**config.mk**
```make
export PLATFORM = sky130hd
export DESIGN_NAME = instr_fetch_unit
export DESIGN_NICKNAME = d
export VERILOG_FILES = /design/src/rtl/instr_fetch_unit.sv
export SDC_FILE = /design/constraint.sdc
export NUM_CORES = 1
export LEC_CHECK = 0
export CAP_MARGIN = 20
export CORE_UTILIZATION = 45
export DETAILED_ROUTE_END_ITERATION = 10
export PLACE_DENSITY = 0.7
export REMOVE_ABC_BUFFERS = 1
export SETUP_SLACK_MARGIN = 0.3
export SLEW_MARGIN = 20
export SYNTH_ARGS = -nofsm -noshare
export SYNTH_HDL_FRONTEND = slang
export SYNTH_SLANG_ARGS = --single-unit
```
**constraint.sdc**
```tcl
create_clock -name clk -period 19.4 [get_ports clk]
set_input_delay 3.88 -clock clk [delete_from_list [all_inputs] [get_ports clk]]
set_output_delay 3.88 -clock clk [all_outputs]
set_load 0.005 [all_outputs]
```
**src/rtl/instr_fetch_unit.sv**
```systemverilog
// rtl/instr_fetch_unit.sv - instruction fetch stage: PC generation, imem requests, instruction buffer
//
// Ports:
//   clk, rst                          clock, synchronous active-high reset
//   imem_req_valid/addr/ready         fetch request to instruction memory (word-aligned byte address)
//   imem_resp_valid/data              in-order instruction words returned by imem
//   redirect_valid/pc                 taken branch/jump target from EX; flushes buffered and in-flight fetches
//   if_valid/instr/pc/ready           head of the instruction buffer towards decode
//   perf_fetch_cnt, perf_drop_cnt     only with FETCH_PERF_EN: decode handshakes / discarded responses
//
// Optional feature macro: FETCH_PERF_EN
module instr_fetch_unit #(
   parameter logic [31:0] RESET_PC   = 32'h0000_0000,
   parameter int          FIFO_DEPTH = 2
) (
   input  logic        clk,
   input  logic        rst,
   output logic        imem_req_valid,
   output logic [31:0] imem_req_addr,
   input  logic        imem_req_ready,
   input  logic        imem_resp_valid,
   input  logic [31:0] imem_resp_data,
   input  logic        redirect_valid,
   input  logic [31:0] redirect_pc,
   output logic        if_valid,
   output logic [31:0] if_instr,
   output logic [31:0] if_pc,
   input  logic        if_ready
`ifdef FETCH_PERF_EN
   ,
   output logic [31:0] perf_fetch_cnt,
   output logic [31:0] perf_drop_cnt
`endif
);

   localparam int AW = $clog2(FIFO_DEPTH);
   localparam int CW = AW + 1;

   typedef enum logic {FETCH, FLUSH} state_t;

   state_t          state, state_nxt;
   logic [31:0]     pc;
   logic            started;
   logic [CW-1:0]   outstanding, drop_cnt, fifo_count, drop_reload;
   logic [AW-1:0]   tag_wr, tag_rd, fifo_wr, fifo_rd;
   logic [31:0]     tag_q      [FIFO_DEPTH];
   logic [31:0]     fifo_instr [FIFO_DEPTH];
   logic [31:0]     fifo_pc    [FIFO_DEPTH];
   logic [CW:0]     credit_used;
   logic            req_fire, resp, resp_drop, fifo_push, fifo_pop, fifo_nonempty;

   // Every in-flight request owns a buffer slot, so a response can always be absorbed.
   assign credit_used    = {1'b0, outstanding} + {1'b0, fifo_count};
   assign imem_req_valid = started & ~rst & ~redirect_valid & (credit_used < (CW+1)'(FIFO_DEPTH));
   assign imem_req_addr  = pc;
   assign req_fire       = imem_req_valid & imem_req_ready;

   assign resp           = imem_resp_valid;
   assign resp_drop      = resp & (redirect_valid | (state == FLUSH));
   assign fifo_push      = resp & ~resp_drop;
   assign drop_reload    = outstanding - CW'(resp);

   assign fifo_nonempty  = (fifo_count != '0);
   assign if_valid       = fifo_nonempty & ~redirect_valid & ~rst;
   assign fifo_pop       = if_valid & if_ready;
   assign if_instr       = (fifo_nonempty & ~rst) ? fifo_instr[fifo_rd] : 32'h0;
   assign if_pc          = (fifo_nonempty & ~rst) ? fifo_pc[fifo_rd]    : 32'h0;

   always_comb begin
      state_nxt = state;
      if (redirect_valid) begin
         state_nxt = (drop_reload != '0) ? FLUSH : FETCH;
      end else if (state == FLUSH && resp && drop_cnt == CW'(1)) begin
         state_nxt = FETCH;
      end
   end

   always_ff @(posedge clk) begin
      if (rst) begin
         state       <= FETCH;
         started     <= 1'b0;
         pc          <= RESET_PC;
         outstanding <= '0;
         drop_cnt    <= '0;
         tag_wr      <= '0;
         tag_rd      <= '0;
         fifo_wr     <= '0;
         fifo_rd     <= '0;
         fifo_count  <= '0;
      end else begin
         state       <= state_nxt;
         started     <= 1'b1;
         outstanding <= outstanding + CW'(req_fire) - CW'(resp);
         if (redirect_valid) pc <= {redirect_pc[31:2], 2'b00};
         else if (req_fire)  pc <= pc + 32'd4;
         if (req_fire) tag_wr <= tag_wr + 1'b1;
         if (resp)     tag_rd <= tag_rd + 1'b1;
         if (redirect_valid)                 drop_cnt <= drop_reload;
         else if (state == FLUSH && resp)    drop_cnt <= drop_cnt - CW'(1);
         if (redirect_valid) begin
            fifo_wr    <= '0;
            fifo_rd    <= '0;
            fifo_count <= '0;
         end else begin
            if (fifo_push) fifo_wr <= fifo_wr + 1'b1;
            if (fifo_pop)  fifo_rd <= fifo_rd + 1'b1;
            fifo_count <= fifo_count + CW'(fifo_push) - CW'(fifo_pop);
         end
      end
   end

   // Storage arrays carry no reset; validity is tracked by the pointers and counters.
   always_ff @(posedge clk) begin
      if (!rst) begin
         if (req_fire) tag_q[tag_wr] <= pc;
         if (fifo_push) begin
            fifo_instr[fifo_wr] <= imem_resp_data;
            fifo_pc[fifo_wr]    <= tag_q[tag_rd];
         end
      end
   end

`ifdef FETCH_PERF_EN
   always_ff @(posedge clk) begin
      if (rst) begin
         perf_fetch_cnt <= 32'h0;
         perf_drop_cnt  <= 32'h0;
      end else begin
         perf_fetch_cnt <= perf_fetch_cnt + 32'(fifo_pop);
         perf_drop_cnt  <= perf_drop_cnt + 32'(resp_drop);
      end
   end
`endif

   always_ff @(posedge clk) begin
      if (!rst) begin
         if (resp) assert (outstanding != '0);
         if (req_fire) assert (outstanding != CW'(FIFO_DEPTH));
         if (fifo_push && !fifo_pop) assert (fifo_count != CW'(FIFO_DEPTH));
         if (state == FLUSH && resp && !redirect_valid) assert (drop_cnt != '0);
      end
   end

endmodule

```
== After elaboration in Yosys (flattened, before gate mapping) ==
Memories as Yosys holds them, arrays and structs flattened. A register that Yosys moved wholly into a read port is not among the register bits.
Index checks and enable logic that the tools add are counted.

* Output and inout port bits: 98
* Memories kept: 3
* Word-level logic and storage cells: 72
* Input port bits: 70
* Flip-flop bits (word level): 44
* RAM bits: 192

{| class="wikitable"
|+ Memories
! memory !! words !! width !! read ports !! clocked after Yosys merged registers in !! wr ports !! RTL line !! RTL
|-
| fifo_instr || 2 || 32 || 1 || 1 || 1 || 47 || <nowiki>logic [31:0] fifo_instr [FIFO_DEPTH];</nowiki>
|-
| fifo_pc || 2 || 32 || 1 || 1 || 1 || 48 || <nowiki>logic [31:0] fifo_pc [FIFO_DEPTH];</nowiki>
|-
| tag_q || 2 || 32 || 1 || 1 || 1 || 46 || <nowiki>logic [31:0] tag_q [FIFO_DEPTH];</nowiki>
|}

* Reductions and logical operators: 8
* Multiplexer cells: 22
* Eq/ne operators: 1
* Add/subtract/negate cells: 12
* Order comparisons: 1
* Bitwise operators: 14

{| class="wikitable"
|+ Operators by type and width
! cell !! number
|-
| 32-bit 2-to-1 mux || 4
|-
| 32-bit by 3-bit adder with 32-bit output (second input constant) || 1
|-
| 1-bit 2-to-1 mux || 16
|-
| 1-bit bitwise AND || 10
|-
| 2-bit nonzero test || 5
|-
| 2-bit by 1-bit subtractor with 2-bit output || 3
|-
| 1-bit adder (second input constant) || 4
|-
| 2-bit by 1-bit adder with 2-bit output || 2
|-
| 2-bit 2-to-1 mux || 2
|-
| 2-bit by 2-bit adder with 3-bit output || 1
|-
| 3-bit by 2-bit less-than comparator with 1-bit output (second input constant) || 1
|-
| 1-bit inverter || 3
|-
| 2-bit by 1-bit equality test with 1-bit output (second input constant) || 1
|-
| 1-bit logical AND || 2
|-
| 2-bit OR reduction || 1
|-
| 2-bit by 1-bit subtractor with 2-bit output (second input constant) || 1
|-
| 1-bit OR || 1
|}

== Longest topological paths before layout ==
Gate-level depths: netlist of run 1.

* Depth in word-level cells: 8
* Gate-level depth with buffers: 11
* Depth with buffers taken out: 10

== Worst setup path before layout of run 1 ==
OpenSTA, ideal clock, no wires.

* Path type: input -> register
* From: input port redirect_valid
* To: memory fifo_instr[1][0] (enable)
* Stages: 4
* Buffers on the path: 1
* Setup slack: 10052 ps
* Library setup time: 571 ps
* Required time: 18829 ps
* Arrival: 8777 ps
* Cell sequence: buf_2 > nor2_1 > nand2_1 > nor3b_1

* Longest elaborated chain between the ends: 7

{| class="wikitable"
|+ Ends and longest elaborated chain
! what !! RTL line !! RTL
|-
| start, declared || 23 || <nowiki>input logic redirect_valid,</nowiki>
|-
| 1-bit OR || 59 || <nowiki>assign resp_drop = resp & (redirect_valid | (state == FLUSH));</nowiki>
|-
| 1-bit bitwise AND || 59 ||
|-
| 1-bit inverter || 60 || <nowiki>assign fifo_push = resp & ~resp_drop;</nowiki>
|-
| 1-bit bitwise AND || 60 ||
|-
| 1-bit 2-to-1 mux || 116 || <nowiki>if (fifo_push) begin</nowiki>
|-
| 1-bit 2-to-1 mux || 114 || <nowiki>if (!rst) begin</nowiki>
|-
| 1-bit 2-to-1 mux (not written as such) || 117 || <nowiki>fifo_instr[fifo_wr] <= imem_resp_data;</nowiki>
|-
| end, declared || 47 ||
|}

Every way passes these cells.

== Worst setup path after layout of run 1 ==
* From: input port rst
* To: output port if_pc[13]

* Longest elaborated chain between the ends: 3

{| class="wikitable"
|+ Ends and longest elaborated chain
! what !! RTL line !! RTL
|-
| start, declared || 17 || <nowiki>input logic rst,</nowiki>
|-
| 1-bit inverter || 67 || <nowiki>assign if_pc = (fifo_nonempty & ~rst) ? fifo_pc[fifo_rd] : 32'h0;</nowiki>
|-
| 1-bit bitwise AND || 67 ||
|-
| 32-bit 2-to-1 mux || 67 ||
|-
| end, declared || 27 || <nowiki>output logic [31:0] if_pc,</nowiki>
|}

Every way passes these cells.

==> results of run 1 <==
## metrics by stage
step / hold slack [ns] / cells
2_1_floorplan: 0.461 / 618
3_3_place_gp: 0.480 / 1054
3_5_place_dp: 0.491 / 1054
4_1_cts: 0.503 / 1095
5_1_grt: 0.517 / 1097
6_report: 0.501 / 1097
## per-layer routing
metal | wire length (um) | up-vias | track usage (%) | part of all wire (%)
li1 | - | 2709 | - | -
met1 | 8150 | 2709 | 24.3 | 43
met2 | 9310 | 200 | 31.1 | 49
met3 | 1390 | 24 | 3.36 | 7.3
met4 | 216 | 0 | 4.16 | 1.1
met5 | 0 | - | 0 | 0
## registers in the layout (all words and copies together) (netlist names), named ones only
| name | count |
|---|---|
| fifo_count | 2 |
| imem_req_addr | 30 |
| started | 1 |
| fifo_wr | 1 |
| fifo_instr | 64 |
| tag_q | 60 |
| fifo_pc | 60 |
| state | 1 |
| fifo_rd | 1 |
| outstanding | 2 |
| drop_cnt | 2 |
| tag_wr | 1 |
| tag_rd | 1 |
## cell type report
type	count	area [um^2]
well taps	265	332
flip-flops and latches	228	6410
repair buffers	173	1740
inverters	13	48.8
clock inverters	9	98.8
multi-input cells	377	2650
fillers	1499	7810
clock buffers	32	692
## placed cells by master (no fill, tap or decap), drive strengths merged, types with 5 or more instances in the layout
master,count
edfxtp,184
clkdlybuf4s50,161
nor2,104
mux2i,64
dfxtp,44
clkbuf,32
mux2,31
nand2,27
a211oi,19
xor2,18
xnor2,16
a21oi,16
inv,14
nand3,13
nand4,13
buf,12
ha,7
nor4,7
nor3,6
clkinv,5
## logic make-up after synthesis
logic type | after synthesis
other | 1
adder cells (fa/ha/maj) | 8
XOR/XNOR | 34
AND/OR/NAND/NOR | 189
flip-flops | 228
buffers and inverters | 48
AO/OA/AOI/OAI | 47
multiplexers | 95
## path summary, 6_finish.rpt
path	cells past startpoint	start	slack [ns]	end
setup / recovery	8	rst	9.06	if_pc[13]
hold / removal	2	fifo_rd$_SDFFE_PP0P_	0.50	register
setup reg to reg	7	fifo_count[0]$_SDFF_PP0_	15.85	tag_q[0][18]$_DFFE_PP_
hold reg to reg	2	fifo_rd$_SDFFE_PP0P_	0.50	register
## power by group through the flow
stage	clock, W	sequential, W	combinational, W
after detailed placement	0	0.000565	0.0000728
after floorplan	0	0.000564	0.0000311
after global placement	0	0.000564	0.0000705
final	0.000450	0.000554	0.0000734
after global routing	0.000480	0.000556	0.0000797
after CTS	0.000462	0.000554	0.0000734
## worst max-delay path, cell delays in order
cell and delay [ns]:
clkdlybuf4s50_1 0.45, buf_4 0.43, inv_1 0.25, o21ai_4 0.20, buf_16 0.22, buf_4 0.38
nor2_1 0.12, clkdlybuf4s50_1 0.50
==> out/summary.txt, run 1 <==
worst setup margin - 9.06 ns
Die Width - 145 um
Fin Clk Skew - 0.0112 ns
clock network fraction of total power - 41.8%
postcts setup bufs - 0
RSZ-0062 raised after global routing - no
Final min period - 10.34 ns
number of remaining DRC errors - 0
Antenna Nets Post-Route - 0
syn avg cell area - 14.2 um^2
Final Max Tran Viols - 0
largest family of logic cells by synthesized area - multiplexers
row count - 51
post-synthesis mux area share - 10.7%
diode count - 0
Switching Power - 0.000220 W
data arrival time of the critical path - 6.46 ns
post-synthesis xor/xnor area fraction - 3.23%
GP Congestion - 0.778
CTS tree - yes
total power - 0.00108 W
layout cell share with drive strength beyond 1 - 11.2%
CP Capture Type - output pin
DP HPWL - 12.3 mm
pin count of the biggest net entering global routing - 63
top cells by area, synth - edfxtp_1 (60%), dfxtp_1 (9.6%), mux2i_1 (7.0%), nor2_1 (4.2%), mux2_2 (3.8%)
total clock sinks - 228
WP data required - 15.52 ns
global-route wire length before repair - 30.4 mm
Adder-Cell Fraction of Synth Area - 1.17%
total global routing overflow - 0
antenna violations before repair - 0
Yosys warnings - 0
Skew-Pair Late Insertion Delay - 0.50 ns
total CTS buffers - 23
ys flop type - edfxtp_1
flops & latches, synth - 228
Max clock buf depth - 3
endpoints failing hold - 0
CP max FO - 41
final worst-path cycle share - 53.3%
H-tree level count - 1
switch share - 20.4%
initial core utilization - 46.6%
power per cell area - 90.0 mW/mm^2
Port Buffers - 161
Design Area, Final - 0.0120 mm^2
crit path launch type - primary input
via count - 5642
die outline height - 145 um
Place WS - 8.94 ns
initial drt markers - 332
Post-synth EDFFs - 184
Overall Global Routing Usage - 18.3%
FFs w/ async S/R, synth - 0%
core area - 0.0198 mm^2
Post-Syn Area - 0.00922 mm^2
Cell Area, Placed - 0.0111 mm^2
clock slew seen by the registers of the worst setup and hold paths - 0.06 ns
PostCTS Resize Cnt - 0
critical path class - primary input to output pin
vias per cell - 5.14
sequential power share - 51.4%
post-synthesis sequential area ratio - 69.5%
worst relative slew slack - 44.9%
Max Clock Freq - 96.7 MHz
Pint - 0.000858 W
Yosys cell types - 46
number of global-route vias before repair - 5725
post-synthesis compound-gate area fraction - 3.27%
Final setup viols - 0
Slew @ Worst Pin - 0.827 ns
# hold bufs at CTS - 0
nets - 894
CTS root buf - clkbuf_16
Peak VDD IR - 46.7 uV
Pleak - 3.92 nW
WL/cell - 17.4 um
area leader, netlist - edfxtp_1
post-synth top area share - 60.0%
Max-cap violations - 0
IO Pins - 168
TritonRoute pass-1 iters - 5
final core occ - 60.5%
Synth-to-Final Area Change - 29.9%
Synth top cells by count - edfxtp_1 (184), nor2_1 (104), mux2i_1 (64)
Comb pwr share - 6.8%
worst hold path type - register to register
status - finished, final reports clean
Syn Inst Count - 650
Post-Route Setup TNS - 0 ns
simple logic cell fraction of the synthesized area - 9.88%
most common cell in the netlist - edfxtp_1
die footprint - 0.0211 mm^2
final WL - 19.1 mm
No activity file was read; power rests on OpenSTA's default activity.
==> inputs of run 2 (changes only) <==
- clock period: 19.4 -> 9.65 ns (I/O delays scaled with it)
==> run 2 against run 1 <==
Against the previous run:
- non-clock buffer count decreased by 1
- final area up 0.54%
- utilization up 0.33 points
- first-iteration DRC count down 43%
- critical path depth is 1 lower
- register-to-register slack got worse by 9.8 ns
- flip-flop and latch count unchanged
- clock power up 120%
==> out/summary.txt, run 2 (synthesized netlist as in run 1, its figures left out) <==
final cell count without fillers - 1099
die outline height - 145 um
final worst-path cycle share - 67.5%
Antenna Nets Post-Route - 0
vias per cell - 5.09
status - finished, final reports clean
die footprint - 0.0211 mm^2
Slew @ Worst Pin - 0.940 ns
IO Pins - 168
WP data required - 7.72 ns
dpl cells - 1054
RR Startpoint - fifo_count[0]$_SDFF_PP0_
Pint - 0.00181 W
max FFs per register - 64
Die Width - 145 um
PostCTS Resize Cnt - 0
area occupied by multi-input gates - 0.00265 mm^2
critical path class - primary input to output pin
sequential power share - 49.3%
total clock sinks - 228
Skew-Pair Late Insertion Delay - 0.50 ns
Comb pwr share - 6.5%
hold_sp - tag_rd$_SDFFE_PP0P_
initial drt markers - 189
Pleak - 3.94 nW
most frequent cells in the layout - edfxtp_1 (184), clkdlybuf4s50_1 (161), nor2_1 (103)
Max-cap violations - 0
postcts setup bufs - 0
Overall Global Routing Usage - 18.1%
Final min period - 6.51 ns
commonest non-fill, non-tap cell in the layout - edfxtp_1
antenna violations before repair - 0
worst relative slew slack - 37.1%
Max Clock Freq - 154 MHz
diode count - 0
CTS root buf - clkbuf_16
WL/cell - 17.6 um
core area - 0.0198 mm^2
H-tree level count - 1
row count - 51
global-route wire length before repair - 30.4 mm
RSZ-0062 raised after global routing - no
CP max FO - 41
Top Metal Used - met4
critical path startpoint - rst
power per cell area - 188 mW/mm^2
CP Capture Type - output pin
GP Congestion - 0.776
switch share - 19.9%
final WL - 19.3 mm
Port Buffers - 161
clock slew seen by the registers of the worst setup and hold paths - 0.06 ns
data arrival time of the critical path - 4.58 ns
Switching Power - 0.000450 W
TritonRoute pass-1 iters - 4
crit path launch type - primary input
pin count of the biggest net entering global routing - 63
top flop regs - fifo_instr (64), fifo_pc (60), tag_q (60)
wl on met1 - 8.50 mm
Post-Route Setup TNS - 0 ns
via count - 5593
storage element area - 0.00641 mm^2
hold slack final - 0.521 ns
number of global-route vias before repair - 5662
# hold bufs at CTS - 0
worst hold path type - register to register
Met3 Wirelength - 1.15 mm
CTS tree - yes
Final Max Tran Viols - 0
Final setup viols - 0
initial core utilization - 46.6%
Fin Clk Skew - 0.0111 ns
layout cell share with drive strength beyond 1 - 11.2%
number of fill cells - 1552
clock network fraction of total power - 44.2%
met2 WL post-DR - 9.41 mm
Design Area, Final - 0.0120 mm^2
Peak VDD IR - 92.6 uV
number of remaining DRC errors - 0
total global routing overflow - 0
Max clock buf depth - 3
DP HPWL - 12.5 mm
endpoints failing hold - 0
nets - 894
Synth-to-Final Area Change - 30.6%
Cell Area, Placed - 0.0111 mm^2
total CTS buffers - 24
Biggest register - fifo_instr
==> run 2: changes by cell type in the layout (fill, tap and decap cells not counted) <==
cell       before  now
buf_16          2    1
bufinv_16       2    5
clkbuf_1        3    5
clkbuf_16      25   26
clkbuf_8        4    2
clkinv_2        5    4
inv_4           1    0
inv_6           0    1
==> run 2: final timing paths <==
check,to,slack (ns),cells after the start
max,if_pc[14],3.14,7
min reg2reg,tag_rd$_SDFFE_PP0P_,0.52,2
min,tag_rd$_SDFFE_PP0P_,0.52,2
max reg2reg,tag_q[0][15]$_DFFE_PP_,6.10,7
==> run 2: area by class of cell <==
| type | count | area share, % |
|---|---|---|
| multi-input combinational | 377 | 22.0 |
| timing repair buffer | 172 | 14.2 |
| clock buffer | 33 | 5.79 |
| clock inverter | 11 | 1.55 |
| inverter | 13 | 0.405 |
| tap | 265 | 2.76 |
| sequential | 228 | 53.3 |
==> run 2: power groups by stage <==
stage	Clock, W	Sequential (W)	Combinational, W
after CTS	0.00102	0.00111	0.000147
after floorplan	0	0.00113	0.0000625
after detailed placement	0	0.00114	0.000146
after global routing	0.00106	0.00112	0.000159
after global placement	0	0.00113	0.000142
final	0.00100	0.00111	0.000147
==> run 2: metal layers <==
layer	vias to the layer above	track usage, %
met3	25	3.14
met1	2695	23.7
met4	0	3.95
met2	167	31.5
met5	-	0
li1	2706	-
==> run 2: through the flow <==
stage               utilization [%]  setup WS [ns]  power (W)
finish                         60.8           3.14    0.00226
floorplan                         -           2.41    0.00120
CTS                            60.7           3.12    0.00228
detailed placement             56.2           3.13    0.00128
global route                   60.8           2.95    0.00234
global placement               56.2           3.21    0.00128
==> run 2: worst max-delay path, cell delays in order <==
cell	delay (ns)
clkdlybuf4s50_1	0.45
buf_4	0.42
inv_1	0.25
o21ai_4	0.39
buf_4	0.51
nor2_1	0.10
clkdlybuf4s50_1	0.48
